**config.mk**
```make
export PLATFORM = sky130hd
export DESIGN_NAME = output_writeback
export DESIGN_NICKNAME = d
export VERILOG_FILES = /design/src/rtl/output_writeback.sv
export SDC_FILE = /design/constraint.sdc
export NUM_CORES = 1
export LEC_CHECK = 0
export BUFFER_PORTS_ARGS = -buffer_cell sky130_fd_sc_hd__buf_4
export CAP_MARGIN = 0
export CORE_MARGIN = 2
export CORE_UTILIZATION = 33
export CTS_BUF_LIST = sky130_fd_sc_hd__clkbuf_4
export CTS_CLUSTER_DIAMETER = 80
export DETAILED_ROUTE_END_ITERATION = 8
export HOLD_SLACK_MARGIN = 0.1
export PLACE_DENSITY = 0.56
export SYNTH_ARGS = -nofsm -noshare
export SYNTH_HDL_FRONTEND = slang
export SYNTH_SLANG_ARGS = --single-unit
```
**constraint.sdc**
```tcl
create_clock -name clk -period 3.3 [get_ports clk]
set_clock_uncertainty 0.1 [all_clocks]
set_input_delay 0 -clock clk [delete_from_list [all_inputs] [get_ports clk]]
set_output_delay 0 -clock clk [all_outputs]
set_load 0.01 [all_outputs]
```
**src/rtl/output_writeback.sv**
```systemverilog
// Output writeback: buffers coordinate-tagged results in a small FIFO and writes
// each one to external memory at its linear address, flagging completion per layer.
module output_writeback #(
  parameter int ACCUMULATION_WIDTH = 32,
  parameter int EXT_MEM_HEIGHT     = 1 << 20,
  parameter int EXT_MEM_WIDTH      = 32,
  parameter int FEATURE_MAP_WIDTH  = 64,
  parameter int FEATURE_MAP_HEIGHT = 64,
  parameter int OUTPUT_NB_CHANNELS = 32,
  parameter int OUT_BASE_ADDR      = 0,
  parameter int FIFO_DEPTH         = 4,
  localparam int XW    = $clog2(FEATURE_MAP_WIDTH),
  localparam int YW    = $clog2(FEATURE_MAP_HEIGHT),
  localparam int CW    = $clog2(OUTPUT_NB_CHANNELS),
  localparam int AW    = $clog2(EXT_MEM_HEIGHT),
  localparam int TOTAL = FEATURE_MAP_WIDTH * FEATURE_MAP_HEIGHT * OUTPUT_NB_CHANNELS,
  localparam int CNTW  = $clog2(TOTAL + 1)
) (
  input  logic                          clk,
  input  logic                          arst,
  input  logic                          start,
  input  logic [ACCUMULATION_WIDTH-1:0] output_data,
  input  logic                          output_valid,
  input  logic [XW-1:0]                 output_x,
  input  logic [YW-1:0]                 output_y,
  input  logic [CW-1:0]                 output_ch,
  output logic                          output_ready,
  output logic                          mem_write_en,
  output logic [AW-1:0]                 mem_addr,
  output logic [EXT_MEM_WIDTH-1:0]      mem_wdata,
  input  logic                          mem_ready,
  output logic                          done,
  output logic [CNTW-1:0]               write_count,
  output logic                          range_err,
  output logic                          protocol_err
);
  localparam int PW = $clog2(FIFO_DEPTH);

  typedef enum logic [1:0] {IDLE, RUN, DONE} state_t;
  state_t state, state_nxt;

  logic [AW-1:0]                 addr_mem [FIFO_DEPTH];
  logic [ACCUMULATION_WIDTH-1:0] data_mem [FIFO_DEPTH];
  logic [PW-1:0]                 wr_ptr, rd_ptr;
  logic [PW:0]                   fifo_cnt;
  logic                          fifo_full, fifo_empty;
  logic                          enter_run, accept, in_range, push, pop;
  logic [AW-1:0]                 addr_calc;

  assign fifo_full  = (fifo_cnt == (PW+1)'(FIFO_DEPTH));
  assign fifo_empty = (fifo_cnt == '0);

  assign enter_run = start && (state != RUN);
  assign accept    = output_valid && output_ready;
  assign in_range  = ({1'b0, output_x}  < (XW+1)'(FEATURE_MAP_WIDTH)) &&
                     ({1'b0, output_y}  < (YW+1)'(FEATURE_MAP_HEIGHT)) &&
                     ({1'b0, output_ch} < (CW+1)'(OUTPUT_NB_CHANNELS));
  assign push      = accept && in_range;
  assign pop       = mem_write_en && mem_ready;

  // Arithmetic mod 2^AW throughout gives the same bits as truncating the full-precision sum.
  assign addr_calc = AW'(OUT_BASE_ADDR) +
                     (AW'(output_y) * AW'(FEATURE_MAP_WIDTH) + AW'(output_x)) *
                     AW'(OUTPUT_NB_CHANNELS) + AW'(output_ch);

  always_ff @(posedge clk or posedge arst) begin
    if (arst) state <= IDLE;
    else      state <= state_nxt;
  end

  always_comb begin
    state_nxt = state;
    case (state)
      IDLE:    if (start) state_nxt = RUN;
      RUN:     if (write_count >= CNTW'(TOTAL) && fifo_empty) state_nxt = DONE;
      DONE:    if (start) state_nxt = RUN;
      default: state_nxt = IDLE;
    endcase
  end

  always_comb begin
    output_ready = (state == RUN) && !fifo_full;
    done         = (state == DONE);
  end

  always_ff @(posedge clk or posedge arst) begin
    if (arst) begin
      wr_ptr   <= '0;
      rd_ptr   <= '0;
      fifo_cnt <= '0;
    end else begin
      if (push) wr_ptr <= wr_ptr + 1'b1;
      if (pop)  rd_ptr <= rd_ptr + 1'b1;
      if (push && !pop)      fifo_cnt <= fifo_cnt + 1'b1;
      else if (pop && !push) fifo_cnt <= fifo_cnt - 1'b1;
    end
  end

  always_ff @(posedge clk) begin
    if (push) begin
      addr_mem[wr_ptr] <= addr_calc;
      data_mem[wr_ptr] <= output_data;
    end
  end

  // Head is gated while empty so stale storage never shows on the memory port.
  assign mem_write_en = !fifo_empty;
  assign mem_addr     = fifo_empty ? '0 : addr_mem[rd_ptr];
  assign mem_wdata    = fifo_empty ? '0 : data_mem[rd_ptr];

  always_ff @(posedge clk or posedge arst) begin
    if (arst) begin
      write_count  <= '0;
      range_err    <= 1'b0;
      protocol_err <= 1'b0;
    end else begin
      if (enter_run)                          write_count <= '0;
      else if (pop && (write_count != '1))    write_count <= write_count + 1'b1;

      if (enter_run)                 range_err <= 1'b0;
      else if (accept && !in_range)  range_err <= 1'b1;

      if (output_valid && (state != RUN)) protocol_err <= 1'b1;
      else if (enter_run)                 protocol_err <= 1'b0;
    end
  end
endmodule

```
Word level (Yosys, flattened, before mapping) --
Memories as Yosys holds them, arrays and structs flattened. Index checks and enable logic that the tools add are counted.
Storage, ports and cells: register bits 28, bits in writable memories 204, input port bits 54, memories kept 2
Memory list:
- data_mem | depth 4, bits a word 32, rd ports 1, clocked after Yosys merged registers in 0, write ports 1, RTL line 43 | logic [ACCUMULATION_WIDTH-1:0] data_mem [FIFO_DEPTH];
- addr_mem | depth 4, bits a word 19, rd ports 1, clocked after Yosys merged registers in 0, write ports 1, RTL line 42 | logic [AW-1:0] addr_mem [FIFO_DEPTH];
Operators by class: add/sub/neg operators 7, $lt $le $gt $ge 1, equality and inequality tests 7, muxes and demuxes 13, reductions and logical operators 20
Operators with widths (count):
- two-way mux 18 bit | 2
- two-way mux 32 bit | 1
- two-way mux 20 bit | 1
- adder 18 x 5 -> 19 bit | 1
- adder 18 x 1 -> 18 bit (second input constant) | 1
- greater-or-equal comparator 18 bit (second input constant) | 1
- inequality test 18 bit (second input constant) | 1
- adder 12 x 6 -> 13 bit | 1
- logical AND 1 bit | 9
- two-way mux 3 bit | 2
- nonzero test 2 bit | 3
- adder 2 x 1 -> 2 bit (second input constant) | 2
- logical NOT 1 bit | 4
- two-way mux 1 bit | 4
- two-way mux 2 bit | 2
- inequality test 2 x 1 -> 1 bit (second input constant) | 2
- one-hot mux 2 bit (2 select lines) | 1
- adder 3 x 1 -> 3 bit (second input constant) | 1
- equality test 3 bit (second input constant) | 1
- logical NOT 3 bit | 1
- subtractor 3 x 1 -> 3 bit (second input constant) | 1
- equality test 2 x 1 -> 1 bit (second input constant) | 1
- equality test 2 bit (second input constant) | 1
- logical NOT 2 bit | 1
- other kinds (3) | 3

Logic depth before layout (Yosys ltp) --
word-level depth 8, mapped depth 9, gate-level depth less buffers 9

Worst setup path after synthesis --
Ideal clock, no wire load.
path type register to register, from reg state[1], to mem addr_mem[0][0] (netlist bit) (enable), library setup time 0.412 ns, arrival time 2.176 ns, slack 0.612 ns, stages on the path, launching flop included 4, buffers on the path 0, clock period less this slack 2.688 ns, cell sequence dfrtp_1 -> nand2b_1 -> a21oi_1 -> and3_1
On the way: longest elaborated chain between the ends 5
RTL lines:
- start, declared | RTL line 40 | state_t state, state_nxt;
- start signal, assigned | RTL line 68 | else state <= state_nxt;
- equality test 2 x 1 -> 1 bit | RTL line 82 | output_ready = (state == RUN) && !fifo_full;
- logical AND 1 bit | RTL line 82
- net output_ready | RTL line 27 | output logic output_ready,
- logical AND 1 bit | RTL line 54 | assign accept = output_valid && output_ready;
- two-way mux 1 bit | RTL line 100 | if (push) begin
- two-way mux 1 bit (implied by the code) | RTL line 101 | addr_mem[wr_ptr] <= addr_calc;
- end, declared | RTL line 42
The timed path passes the listed nets, and every way through them passes these cells.

Worst setup path after layout --
from reg rd_ptr[0], to out mem_wdata[2]
On the way: longest elaborated chain between the ends 2
RTL lines:
- start, declared | RTL line 44 | logic [PW-1:0] wr_ptr, rd_ptr;
- start signal, assigned | RTL line 93 | if (pop) rd_ptr <= rd_ptr + 1'b1;
- memory read (4 x 32 bit)
- two-way mux 32 bit | RTL line 109 | assign mem_wdata = fifo_empty ? '0 : data_mem[rd_ptr];
- end, declared | RTL line 30 | output logic [EXT_MEM_WIDTH-1:0] mem_wdata,
No other way between the ends.

==> impl_metrics.tcl <==
set metrics [dict create \
    start_util_pct 33.7 \
    worst_pin_slew_ns 0.923 \
    antenna_found_initial 1 \
    cts_buffers 58 \
    grt_start_max_net_pins 42 \
    finalHoldViolations 0 \
    cp_slowest_stage_delay_ns 0.74 \
    clk_latency_ns 0.68 \
    period_share_pct 83.4 \
    tns_ns 0 \
    cts.repair.resized 0 \
    syn_area_per_cell_sq_um 18.6 \
    grt_pass1_vias 5943 \
    synth-compound-area-share_pct 2.97 \
    synth.lib_cells_used.distinct 44 \
    timing.rr.start "state[1]" \
    port_buffers 124 \
    crit_start "rd_ptr[0]" \
    synthSimpleGateAreaFrac_pct 7.48 \
    finalPower_w 0.00947 \
    netlist_top_cells_area "edfxtp_1, mux4_2, dfrtp_1" \
    ios 129 \
    synth_seq_area_share_pct 72.4 \
    relSlewSlack_pct 38.4 \
    dr.pass1.iters 4 \
    cts_num_sinks 224 \
    crit_fanout 24 \
    placed_cells 943 \
    finalMaxSlewViolations 0 \
    root_buffer "clkbuf_4" \
    area_delta_synth_final_pct 34.5 \
    clk_pin_slew_worst_paths_ns 0.06 \
    gp_congestion 0.752 \
    synth_top_family_by_area "multiplexers" \
    setup_ws_ns 0.549 \
    postCtsSetupBuffers 0 \
    postSynthCellCount 490 \
    grt_pass1_wl_microns 31700 \
    routedWlPerCell_microns 17.7 \
    fin_nets 829 \
    status "finished, final reports clean" \
    synth_xor_area_share_pct 0.578 \
    ctsHoldBuffers 105 \
    rows 60 \
    cp.required_ns 3.20 \
    ys_seq_elements 224 \
    layout_commonest_cell "edfxtp_1" \
    rsz0062_at_grt "no" \
    core_area_sq_mm 0.0270 \
    synth_warnings 0 \
    drt-initial-drc-count 283 \
    min-delay-start "output_valid" \
    final_antenna_net_count 0 \
    power_density_mw_per_mm2 774 \
    syn_area_sq_mm 0.00909 \
    crit_top_cell "buf_4" \
    cp-end-kind "output port" \
    overflow 0 \
    pre_cts_slack_ns 0.786 \
    synth.top_cell.area_share_pct 64.7 \
    routed_wl_microns 20300 \
    cts_tree "yes" \
    yosys.area_share.adder_pct 1.18 \
    synthMuxAreaShare_pct 13.3 \
    layout.cells.non_filler 1145 \
    synth_top_area_cell "edfxtp_1" \
    die_w_microns 170 \
    start_kind "flop" \
    hpwl_microns 12300 \
    worst-endpoint-arrival_ns 2.65 \
    min_period_ns 2.75 \
    path_cells "buf_4, mux4_2, nor2b_1, buf_4" \
    route.detailed.drc 0 \
    ctsLongestPathBuffers 3 \
    grt_use_total_pct 14.3 \
    p_leak_nw 4.50 \
    critical_path_class "reg2out" \
    vias 5467 \
    vdd_drop_max_v 0.000361 \
    chipHeight_microns 170 \
    die_area_sq_mm 0.0289 \
    drv_cap 0 \
    htreeDepth 2 \
    critPathSlowestCell "dfrtp_4" \
    mostFrequentLayoutCells "edfxtp_1, buf_4, dlygate4sd3_1" \
    drive_above_1_share_pct 36.4 \
    worstHoldPathType "in2reg" \
    setup_viol 0 \
    vias_per_cell 4.77 \
    whs_ns 0.258 \
    max_clock_freq_mhz 363 \
]
## worst max-delay path, delay by kind of cell, from the launching register on
kind,cells,cell delay [ns]
buffers and inverters,2,0.52
DFF,1,0.74
muxes,1,0.54
and+or+nand+nor,1,0.17
## state kept, by name, indices dropped and copies added, names as in the netlist
name,count
data_mem,128
addr_mem,68
write_count,18
fifo_cnt,3
state,2
rd_ptr,2
protocol_err,1
wr_ptr,2
## where the power goes
group,leakage (nW),internal [W],switching (W),total (W)
combinational,1.93,0.00175,0.00156,0.00331
sequential,2.15,0.00365,0.000298,0.00395
clock,0.417,0.00109,0.00112,0.00221
## metrics by stage
| step | instance area, sq um | utilization, % |
|---|---|---|
| CTS | 12200 | 45.3 |
| floorplan | 9110 | - |
| global placement | 10500 | 38.8 |
| finish | 12200 | 45.3 |
| detailed placement | 10500 | 38.8 |
| global route | 12200 | 45.3 |
## worst paths after layout
| check | slack [ns] | to | depth (start not counted) |
|---|---|---|---|
| setup / recovery | 0.55 | mem_wdata[2] | 4 |
| max in group asynchronous | 1.88 | rd_ptr[0] | 4 |
| hold / removal | 0.26 | wr_ptr[0] | 4 |
| min in group asynchronous | 0.56 | write_count[1] | 4 |
| setup reg to reg | 0.78 | fifo_cnt[2] | 9 |
| hold reg to reg | 0.41 | protocol_err | 1 |
## kinds of logic (layout without fill, tap and decap cells)
logic type / count (synthesis) / count (layout)
AO/OA/AOI/OAI: 34 / 34
XOR/XNOR: 6 / 6
adder cells (fa/ha/maj): 8 / 8
buffers and inverters: 39 / 349
flip-flops: 224 / 224
multiplexers: 59 / 59
other: 1 / 5
AND/OR/NAND/NOR: 119 / 119
## synth_stat cells (all sizes together)
cell type  instances
dfrtp             28
clkbuf            14
and2               3
o21ai              8
nand4              6
or4                4
inv               10
and3               6
o41ai              1
a2111o             3
nor2               4
mux2               2
xor2               2
or3                1
and4               3
nor3               3
o31ai              2
xnor2              4
ha                 7
nor2b             50
o311ai             1
edfxtp           196
fa                 1
buf               15
mux2i              8
a2111oi            2
nand2b             8
a21oi             10
mux4              49
o2bb2ai            1
a22o               1
nand3              8
o311a              1
conb               1
a211oi             3
nand2             23
o31a               1
## metal layers
metal,global-route usage (%),vias up,part of all wire [%]
li1,-,2518,-
met1,17.0,2762,42
met2,24.6,150,50
met3,4.19,37,6.1
met4,5.09,0,2.1
met5,0,-,0
## cell type report
type | count | area [sq um]
Sequential cell | 224 | 6590
Clock buffer | 77 | 578
Timing Repair Buffer | 243 | 2150
Tap cell | 341 | 427
Fill cell | 2418 | 14800
Inverter | 10 | 40.0
Antenna cell | 1 | 2.50
Clock inverter | 19 | 106
Multi-Input combinational cell | 230 | 2340
No activity file was read; power rests on OpenSTA's default activity.
